`src/rtl/alu_share_arb.sv`:
```
// alu_share_arb: time-shares one combinational 32-bit ALU between two
// requesters. Round-robin grant, at most one operation per cycle, and a
// registered valid/ready response per port (result visible the cycle after
// acceptance, at most one outstanding result per port).
//
// Ports:
//   clk, rst                          clock (rising edge), sync active-high reset
//   req_valid/ready/a/b/aluc{0,1}     request handshake + operands + ALU op code
//   rsp_valid/ready/r/z{0,1}          response handshake + result + zero flag
//   idle                              no held results and no pending requests
//   gnt_cnt0/1, conflict_cnt          saturating statistics counters, present
//                                     only when ALU_ARB_STATS_EN is defined
//
// Parameters:
//   RR_INIT  port holding round-robin priority after reset (0 or 1)
//   CNT_W    statistics counter width
//
// Optional build macro: ALU_ARB_STATS_EN

// Combinational ALU. Shift amount comes from a[4:0], shifted value from b.
module alu_share_arb_alu (
  input  logic [3:0]  aluc,
  input  logic [31:0] a,
  input  logic [31:0] b,
  output logic [31:0] r,
  output logic        z
);
  always_comb begin
    r = '0;
    casez (aluc)
      4'b?000: r = a + b;
      4'b?100: r = a - b;
      4'b?001: r = a & b;
      4'b?101: r = a | b;
      4'b?010: r = a ^ b;
      4'b?110: r = {b[15:0], 16'h0000};
      4'b?011: r = b << a[4:0];
      4'b0111: r = b >> a[4:0];
      4'b1111: r = $unsigned($signed(b) >>> a[4:0]);
      default: r = '0;
    endcase
    z = (r == '0);
  end
endmodule

module alu_share_arb #(
  parameter int unsigned RR_INIT = 0,
  parameter int unsigned CNT_W   = 16
) (
  input  logic        clk,
  input  logic        rst,
  input  logic        req_valid0,
  output logic        req_ready0,
  input  logic [31:0] req_a0,
  input  logic [31:0] req_b0,
  input  logic [3:0]  req_aluc0,
  output logic        rsp_valid0,
  input  logic        rsp_ready0,
  output logic [31:0] rsp_r0,
  output logic        rsp_z0,
  input  logic        req_valid1,
  output logic        req_ready1,
  input  logic [31:0] req_a1,
  input  logic [31:0] req_b1,
  input  logic [3:0]  req_aluc1,
  output logic        rsp_valid1,
  input  logic        rsp_ready1,
  output logic [31:0] rsp_r1,
  output logic        rsp_z1,
  output logic        idle
`ifdef ALU_ARB_STATS_EN
  ,
  output logic [CNT_W-1:0] gnt_cnt0,
  output logic [CNT_W-1:0] gnt_cnt1,
  output logic [CNT_W-1:0] conflict_cnt
`endif
);

  if (CNT_W == 0) begin : g_cnt_w_check
    $error("alu_share_arb: CNT_W must be at least 1");
  end

  typedef enum logic {PRI0 = 1'b0, PRI1 = 1'b1} pri_t;

  localparam pri_t PRI_RESET = (RR_INIT != 0) ? PRI1 : PRI0;

  pri_t        rr_ptr;
  logic        elig0, elig1;
  logic        grant0, grant1;
  logic [3:0]  alu_aluc;
  logic [31:0] alu_a, alu_b, alu_r;
  logic        alu_z;

  // A held result that is consumed this cycle frees its slot for a new one.
  always_comb begin
    elig0  = req_valid0 & (~rsp_valid0 | rsp_ready0);
    elig1  = req_valid1 & (~rsp_valid1 | rsp_ready1);
    grant0 = 1'b0;
    grant1 = 1'b0;
    if (!rst) begin
      if (elig0 && elig1) begin
        grant0 = (rr_ptr == PRI0);
        grant1 = (rr_ptr == PRI1);
      end else begin
        grant0 = elig0;
        grant1 = elig1;
      end
    end
  end

  assign req_ready0 = grant0;
  assign req_ready1 = grant1;
  assign idle = ~rsp_valid0 & ~rsp_valid1 & ~req_valid0 & ~req_valid1;

  // Port 0 drives the ALU whenever port 1 is not granted.
  always_comb begin
    alu_a    = grant1 ? req_a1    : req_a0;
    alu_b    = grant1 ? req_b1    : req_b0;
    alu_aluc = grant1 ? req_aluc1 : req_aluc0;
  end

  alu_share_arb_alu u_alu (
    .aluc (alu_aluc),
    .a    (alu_a),
    .b    (alu_b),
    .r    (alu_r),
    .z    (alu_z)
  );

  // Priority passes to the loser of each grant; it holds when nothing is granted.
  always_ff @(posedge clk) begin
    if (rst) begin
      rr_ptr <= PRI_RESET;
    end else if (grant0) begin
      rr_ptr <= PRI1;
    end else if (grant1) begin
      rr_ptr <= PRI0;
    end
  end

  always_ff @(posedge clk) begin
    if (rst) begin
      rsp_valid0 <= 1'b0;
      rsp_r0     <= '0;
      rsp_z0     <= 1'b0;
    end else if (grant0) begin
      rsp_valid0 <= 1'b1;
      rsp_r0     <= alu_r;
      rsp_z0     <= alu_z;
    end else if (rsp_valid0 && rsp_ready0) begin
      rsp_valid0 <= 1'b0;
    end
  end

  always_ff @(posedge clk) begin
    if (rst) begin
      rsp_valid1 <= 1'b0;
      rsp_r1     <= '0;
      rsp_z1     <= 1'b0;
    end else if (grant1) begin
      rsp_valid1 <= 1'b1;
      rsp_r1     <= alu_r;
      rsp_z1     <= alu_z;
    end else if (rsp_valid1 && rsp_ready1) begin
      rsp_valid1 <= 1'b0;
    end
  end

`ifdef ALU_ARB_STATS_EN
  always_ff @(posedge clk) begin
    if (rst) begin
      gnt_cnt0     <= '0;
      gnt_cnt1     <= '0;
      conflict_cnt <= '0;
    end else begin
      if (grant0 && (gnt_cnt0 != '1)) gnt_cnt0 <= gnt_cnt0 + 1'b1;
      if (grant1 && (gnt_cnt1 != '1)) gnt_cnt1 <= gnt_cnt1 + 1'b1;
      if (elig0 && elig1 && (conflict_cnt != '1)) conflict_cnt <= conflict_cnt + 1'b1;
    end
  end
`endif

endmodule

```
`config.mk`:
```
export PLATFORM = sky130hd
export DESIGN_NAME = alu_share_arb
export DESIGN_NICKNAME = d
export VERILOG_FILES = /design/src/rtl/alu_share_arb.sv
export SDC_FILE = /design/constraint.sdc
export NUM_CORES = 1
export LEC_CHECK = 0
export ABC_AREA = 1
export ABC_CLOCK_PERIOD_IN_PS = 6390
export BUFFER_PORTS_ARGS = -buffer_cell sky130_fd_sc_hd__buf_2
export CORE_UTILIZATION = 59
export DETAILED_ROUTE_END_ITERATION = 8
export GPL_ROUTABILITY_DRIVEN = 0
export MAX_ROUTING_LAYER = met4
export PLACE_DENSITY = 0.82
export SETUP_SLACK_MARGIN = 0.3
export SLEW_MARGIN = 20
export SYNTH_ARGS = -nofsm -noshare
export SYNTH_HDL_FRONTEND = slang
export SYNTH_SLANG_ARGS = --single-unit
```
`constraint.sdc`:
```
create_clock -name clk -period 6.39 [get_ports clk]
set_clock_uncertainty 0.1 [all_clocks]
set_input_delay 1.278 -clock clk [delete_from_list [all_inputs] [get_ports clk]]
set_output_delay 1.278 -clock clk [all_outputs]
set_load 0.02 [all_outputs]
```
# After elaboration in Yosys (flattened, before gate mapping)
# Index checks and enable logic that the tools add are counted.
# W data, S select, Z words.
[word_totals]
register_bits = 69
input_bits = 142
out_inout_bits = 71
elab_cells = 57
[classes]
add_sub_neg = 2
eq_ne = 8
shifts = 3
muxes = 14
bitwise_logic = 15
n_reduce_logical = 8
[op_table]
columns = ["operator", "n"]
rows = [
  ["$pmux W32 S9", 1],
  ["$mux W32", 2],
  ["$add A32 B32 Y32", 1],
  ["$and A32 B32 Y32", 1],
  ["$logic_not A32 Y1", 1],
  ["$or A32 B32 Y32", 1],
  ["$shl A32 B5 Y32", 1],
  ["$shr A32 B5 Y32", 1],
  ["$sshr A32 B5 Y32", 1],
  ["$sub A32 B32 Y32", 1],
  ["$xor A32 B32 Y32", 1],
  ["$mux W1", 10],
  ["$eq A3 B3 Y1 const B", 3],
  ["$eq A3 B2 Y1 const B", 2],
  ["$reduce_bool A2 Y1", 3],
  ["$and A1 B1 Y1", 5],
  ["$not A1 Y1", 5],
  ["$eq A4 B3 Y1 const B", 1],
  ["$eq A4 B4 Y1 const B", 1],
  ["$mux W4", 1],
  ["$eq A3 B1 Y1 const B", 1],
  ["$logic_and A1 B1 Y1", 3],
  ["$logic_not A3 Y1", 1],
  ["$or A1 B1 Y1", 2],
]

# Logic depth before layout (Yosys ltp)
[depth]
word_depth = 10
depth_mapped = 41

# Cells and area by module
# Synthesis repeated with hierarchy kept, for this count alone.
[unflattened]
hier_cells = 2532
hier_area_um2 = 13012.5
[by_module_without_submodules]
columns = ["mod", "instances", "cells_per_inst", "area_each_um2", "seq_area_each_um2"]
rows = [
  ["alu_share_arb_alu", 1, 1858, 9037.4, 0.0],
  ["alu_share_arb", 1, 674, 3975.1, 1381.3],
]

# Least setup slack after synthesis
# Ideal clock, no wire load.
[synth_timing]
path_type = "input -> register"
startpoint = "input rsp_ready1"
endpoint = "register rsp_z1"
setup_ns = 0.071
arrival_ns = 5.228
slack_ns = 0.991
cell_stages = 32
n_path_buf = 2
cell_sequence = "inv_1 > nand2_1 > nand2_2 > nor2_8 > nand2_4 > nand2_1 > o21ai_0 > nand2_1 > clkinv_1 > nand2_1 > clkbuf_1 > clkbuf_1 > nand2_1 > xor2_1 > fa_1 > nand3_1 > nand2_1 > a21oi_1 > o21ai_0 > nand3_1 > nand4_1 > a21oi_1 > nand2_1 > nand2_1 > nor2_1 > nor2_1 > nand2_1 > nor2_1 > nand2_1 > nor2_1 > nand2_1 > a21oi_1"
[synth_via]
elab_chain_cells = 9
[synth_lines]
columns = ["element", "line", "source"]
rows = [
  ["start: declaration", "67", "input logic rsp_ready1,"],
  ["$or A1 B1 Y1 *", "97", "elig1 = req_valid1 & (~rsp_valid1 | rsp_ready1);"],
  ["$and A1 B1 Y1 *", "97", ""],
  ["$logic_and A1 B1 Y1", "101", "if (elig0 && elig1) begin"],
  ["$mux W1 *", "101", ""],
  ["$mux W1 *", "100", "if (!rst) begin"],
  ["$mux W32 (tied with other cells)", "117", "alu_a = grant1 ? req_a1 : req_a0;"],
  ["$sub A32 B32 Y32 (tied with other cells)", "32", "4'b?100: r = a - b;"],
  ["$pmux W32 S9", "30", "casez (aluc)"],
  ["$logic_not A32 Y1", "42", "z = (r == '0);"],
  ["end signal: assignment", "163", "rsp_z1 <= alu_z;"],
  ["end: declaration", "69", "output logic rsp_z1,"],
]
# Every way passes the cells marked *; elsewhere a longest branch is shown, timed or not.
# A chain may end at the register's enable or synchronous reset.

# Final worst setup path
# Same ends and word-level chain as after synthesis.

==> impl_results.md <==
- Final hold violations: 0
- Final cycle utilization of the critical path: 0.925
- Non-filler cells, final: 2,572
- Clock Latency Late Sink: about 0.33 ns
- Core Area: slightly below 20,000 µm²
- Main combinational cell family by area after synthesis: simple AND/OR/NAND/NOR gates
- Maximum fanout along the worst path: 27
- YS warnings: 0
- Total placed cells including tap cells: roughly 2,500
- R2r worst-path depth: 37
- CTS Buf Count: 9
- Max_cap viols: 0
- Crit path kind: input pin to flip-flop
- Crit start category: input pin
- Hold Crit Class: flip-flop to flip-flop
- Final setup fails: 0
- RSZ-0062 raised after global routing: false
- FMAX: approximately 0.17 GHz
- Distinct cells, synth: ~50
- Ys async rst share: 0
- Initial drt markers: between 2,000 and 2,500
- Setup tns final: 0 ns
- Status: finished, violations left
- Failing checks: design-rule violations
- Clk Tree Root Cell: clkbuf_16
- Synthesized instance count: approximately 2,100
- FF-to-FF End: rsp_z1
- R2r setup slk: approximately 1.2 ns
- Clk pin slew, worst setup/hold paths: ~0.06 ns
- Top Ports: 213
- Global route overflow: 0
- CTS tree: yes
- PD cells: between 200 and 250 nW/µm²
- GRT Overall Usage: 0.511
- Buf/Inv on CP: 8
- Area of the die: about 20,000 µm²
- Clock Sink Count: 69
- Rows: slightly above 50
- Reported leakage power: 7.31 nW
- Post-route ant nets: 0
- Post-Syn Nets: between 2,000 and 2,500
- CP endpoint kind: flip-flop
- Sequential cell area fraction in the yosys report: 0.119
- Htree depth: 3
- Crit path required time: between 6 and 7 ns
- Crit path time final: 5.91 ns
- Largest net degree at the start of global routing: 75
- Worst setup path start: rsp_ready1
- XOR/XNOR Fraction of Synth Area: 0.0248
- Synthesized area: 11,700 µm²
- First-pass GRT wire length: between 70,000 and 80,000 µm
- #FFs+latches synth: between 60 and 70
- Synth Area in Compound Gates: 0.158
- Die height: roughly 140 µm
- Iteration count of the initial detailed-routing pass: 9
- Reg2reg start: rsp_valid1
- Critical path depth: 39
- Worst path max stage delay: 0.36 ns
- Crit path to: rsp_z1
- Commonest non-fill, non-tap cells in the layout: nand2_1, nand3_1, buf_2, inv_1, o21ai_0
- Slowest stage cell, crit path: ha_1
- CP arrival: a little over 6 ns
- Post-DP HPWL: around 38,000 µm
- Worst Tran Pin Value: between 0.9 and 1 ns
- Die Wd: approximately 140 µm
- Post-synthesis adder-cell area fraction: 0.103
- Clk buf depth: 2
- Number of nets in the layout: 2,533
- IO Port Bufs: 212
- Vias in the first global route: about 14,000
- Commonest non-fill, non-tap cell in the layout: nand2_1
- VDD IR max: approximately 0.00015 V
- Final Max Tran Viols: 0
- WL/cell: 19.3 µm
- Area Growth Syn to Fin: 14.9%
- Share of cells above drive strength 1: 0.158
- Vias/cell: roughly 6.3
- Ys flop type: dfxtp_1
- Initial antenna violation count: 6
- EDFF count, synth: 0
- Synth Area in Simple Gates: 0.485
- Via Count: around 16,000
- Relative slew slack: 0.377
- Routed WL: 49,700 µm
- Residual DRC: 41
- Hold Buf Count CTS: 0
- Initial core utilization: 0.601
- Mean Syn Cell Area: 5.50 µm²
- Post-synthesis mux area share: 0
- CP top delay family: simple AND/OR/NAND/NOR gates
==> worst reg2reg max path: cells and delay by family (launching register included) <==
family | cells | cell delay, ns
flip-flops | 1 | 0.33
AND/OR/NAND/NOR | 26 | 2.98
buffers and inverters | 6 | 0.74
AO/OA/AOI/OAI | 4 | 0.62
adder cells (fa/ha/maj) | 1 | 0.36
==> per-stage QoR <==
step	setup slack, ns	hold WS [ns]	util	total power [mW]	cell area [µm²]
finish	0.479	0.375	0.690	2.72	13400
global route	0.149	0.407	0.690	2.88	13400
detailed placement	0.280	0.366	0.670	2.12	13000
floorplan	0.991	0.394	-	1.62	11700
global placement	0.412	0.358	0.670	2.09	13000
CTS	0.571	0.379	0.685	2.61	13300
==> metal layers <==
layer	GRT usage	wire length [µm]
met1	0.564	17300
met2	0.708	20100
met3	0.264	8150
met4	0.350	4210
met5	-	0
==> cells by family (layout without fill, tap and decap cells) <==
group / after synthesis / count (layout)
AOI/OAI and AO/OA: 324 / 324
and+or+nand+nor: 1279 / 1279
adders and majority gates: 95 / 95
xor gates and xnor gates: 33 / 33
buffers and inverters: 318 / 501
DFF: 69 / 69
other: 0 / 6
==> area by class of cell <==
type                            count  area (µm²)
Fill cell                        1869        6010
Sequential cell                    69        1380
Timing Repair Buffer              273        1540
Clock buffer                       13         250
Antenna cell                        6        15.0
Inverter                          212         796
Tap cell                          265         332
Clock inverter                      3        45.0
Multi-Input combinational cell   1731        9030
==> power breakdown <==
part           leakage, nW  internal (mW)  total, mW  switching [mW]
clock                0.136          0.313      0.490           0.177
combinational         6.61          0.527       1.72            1.19
sequential           0.566          0.483      0.510          0.0271
==> synthesized netlist by cell type (10+ instances only) <==
| master | count | area (µm²) |
|---|---|---|
| inv_1 | 205 | 769 |
| buf_2 | 39 | 195 |
| nand3_1 | 452 | 2260 |
| nand2_1 | 575 | 2160 |
| o21ai_1 | 12 | 60.1 |
| dfxtp_1 | 69 | 1380 |
| a21oi_1 | 79 | 395 |
| a31oi_1 | 12 | 75.1 |
| nor3_1 | 10 | 50.1 |
| ha_1 | 94 | 1180 |
| or2_2 | 35 | 219 |
| nand4_1 | 11 | 68.8 |
| clkbuf_1 | 52 | 195 |
| xor2_1 | 32 | 280 |
| nand2_2 | 10 | 62.6 |
| nor2_1 | 156 | 586 |
| nand3b_1 | 20 | 150 |
| o21ai_0 | 167 | 836 |
==> registers in the layout, summed over array words and instances, names as in the netlist <==
name,cells
rsp_z0,1
rr_ptr,1
rsp_valid0,1
rsp_r1,32
rsp_z1,1
rsp_r0,32
rsp_valid1,1
==> worst min-delay path by stage <==
stage                       endpoint       start  slack [ns]  depth (start not counted)
after global placement     rsp_r1[9]   rsp_r1[9]        0.36                          2
after floorplan               rr_ptr      rr_ptr        0.39                          2
after CTS                 rsp_r0[12]  rsp_r0[12]        0.38                          2
after global routing      rsp_r0[14]  rsp_r0[14]        0.41                          2
after detailed placement  rsp_r0[12]  rsp_r0[12]        0.37                          2
final                     rsp_r0[12]  rsp_r0[12]        0.38                          2
==> repair_timing <==
action	in CTS	in global routing
setup endpoints to repair	0	3
gates resized for setup	0	20
buffers inserted	0	2
(Power assumes the default switching activity.)
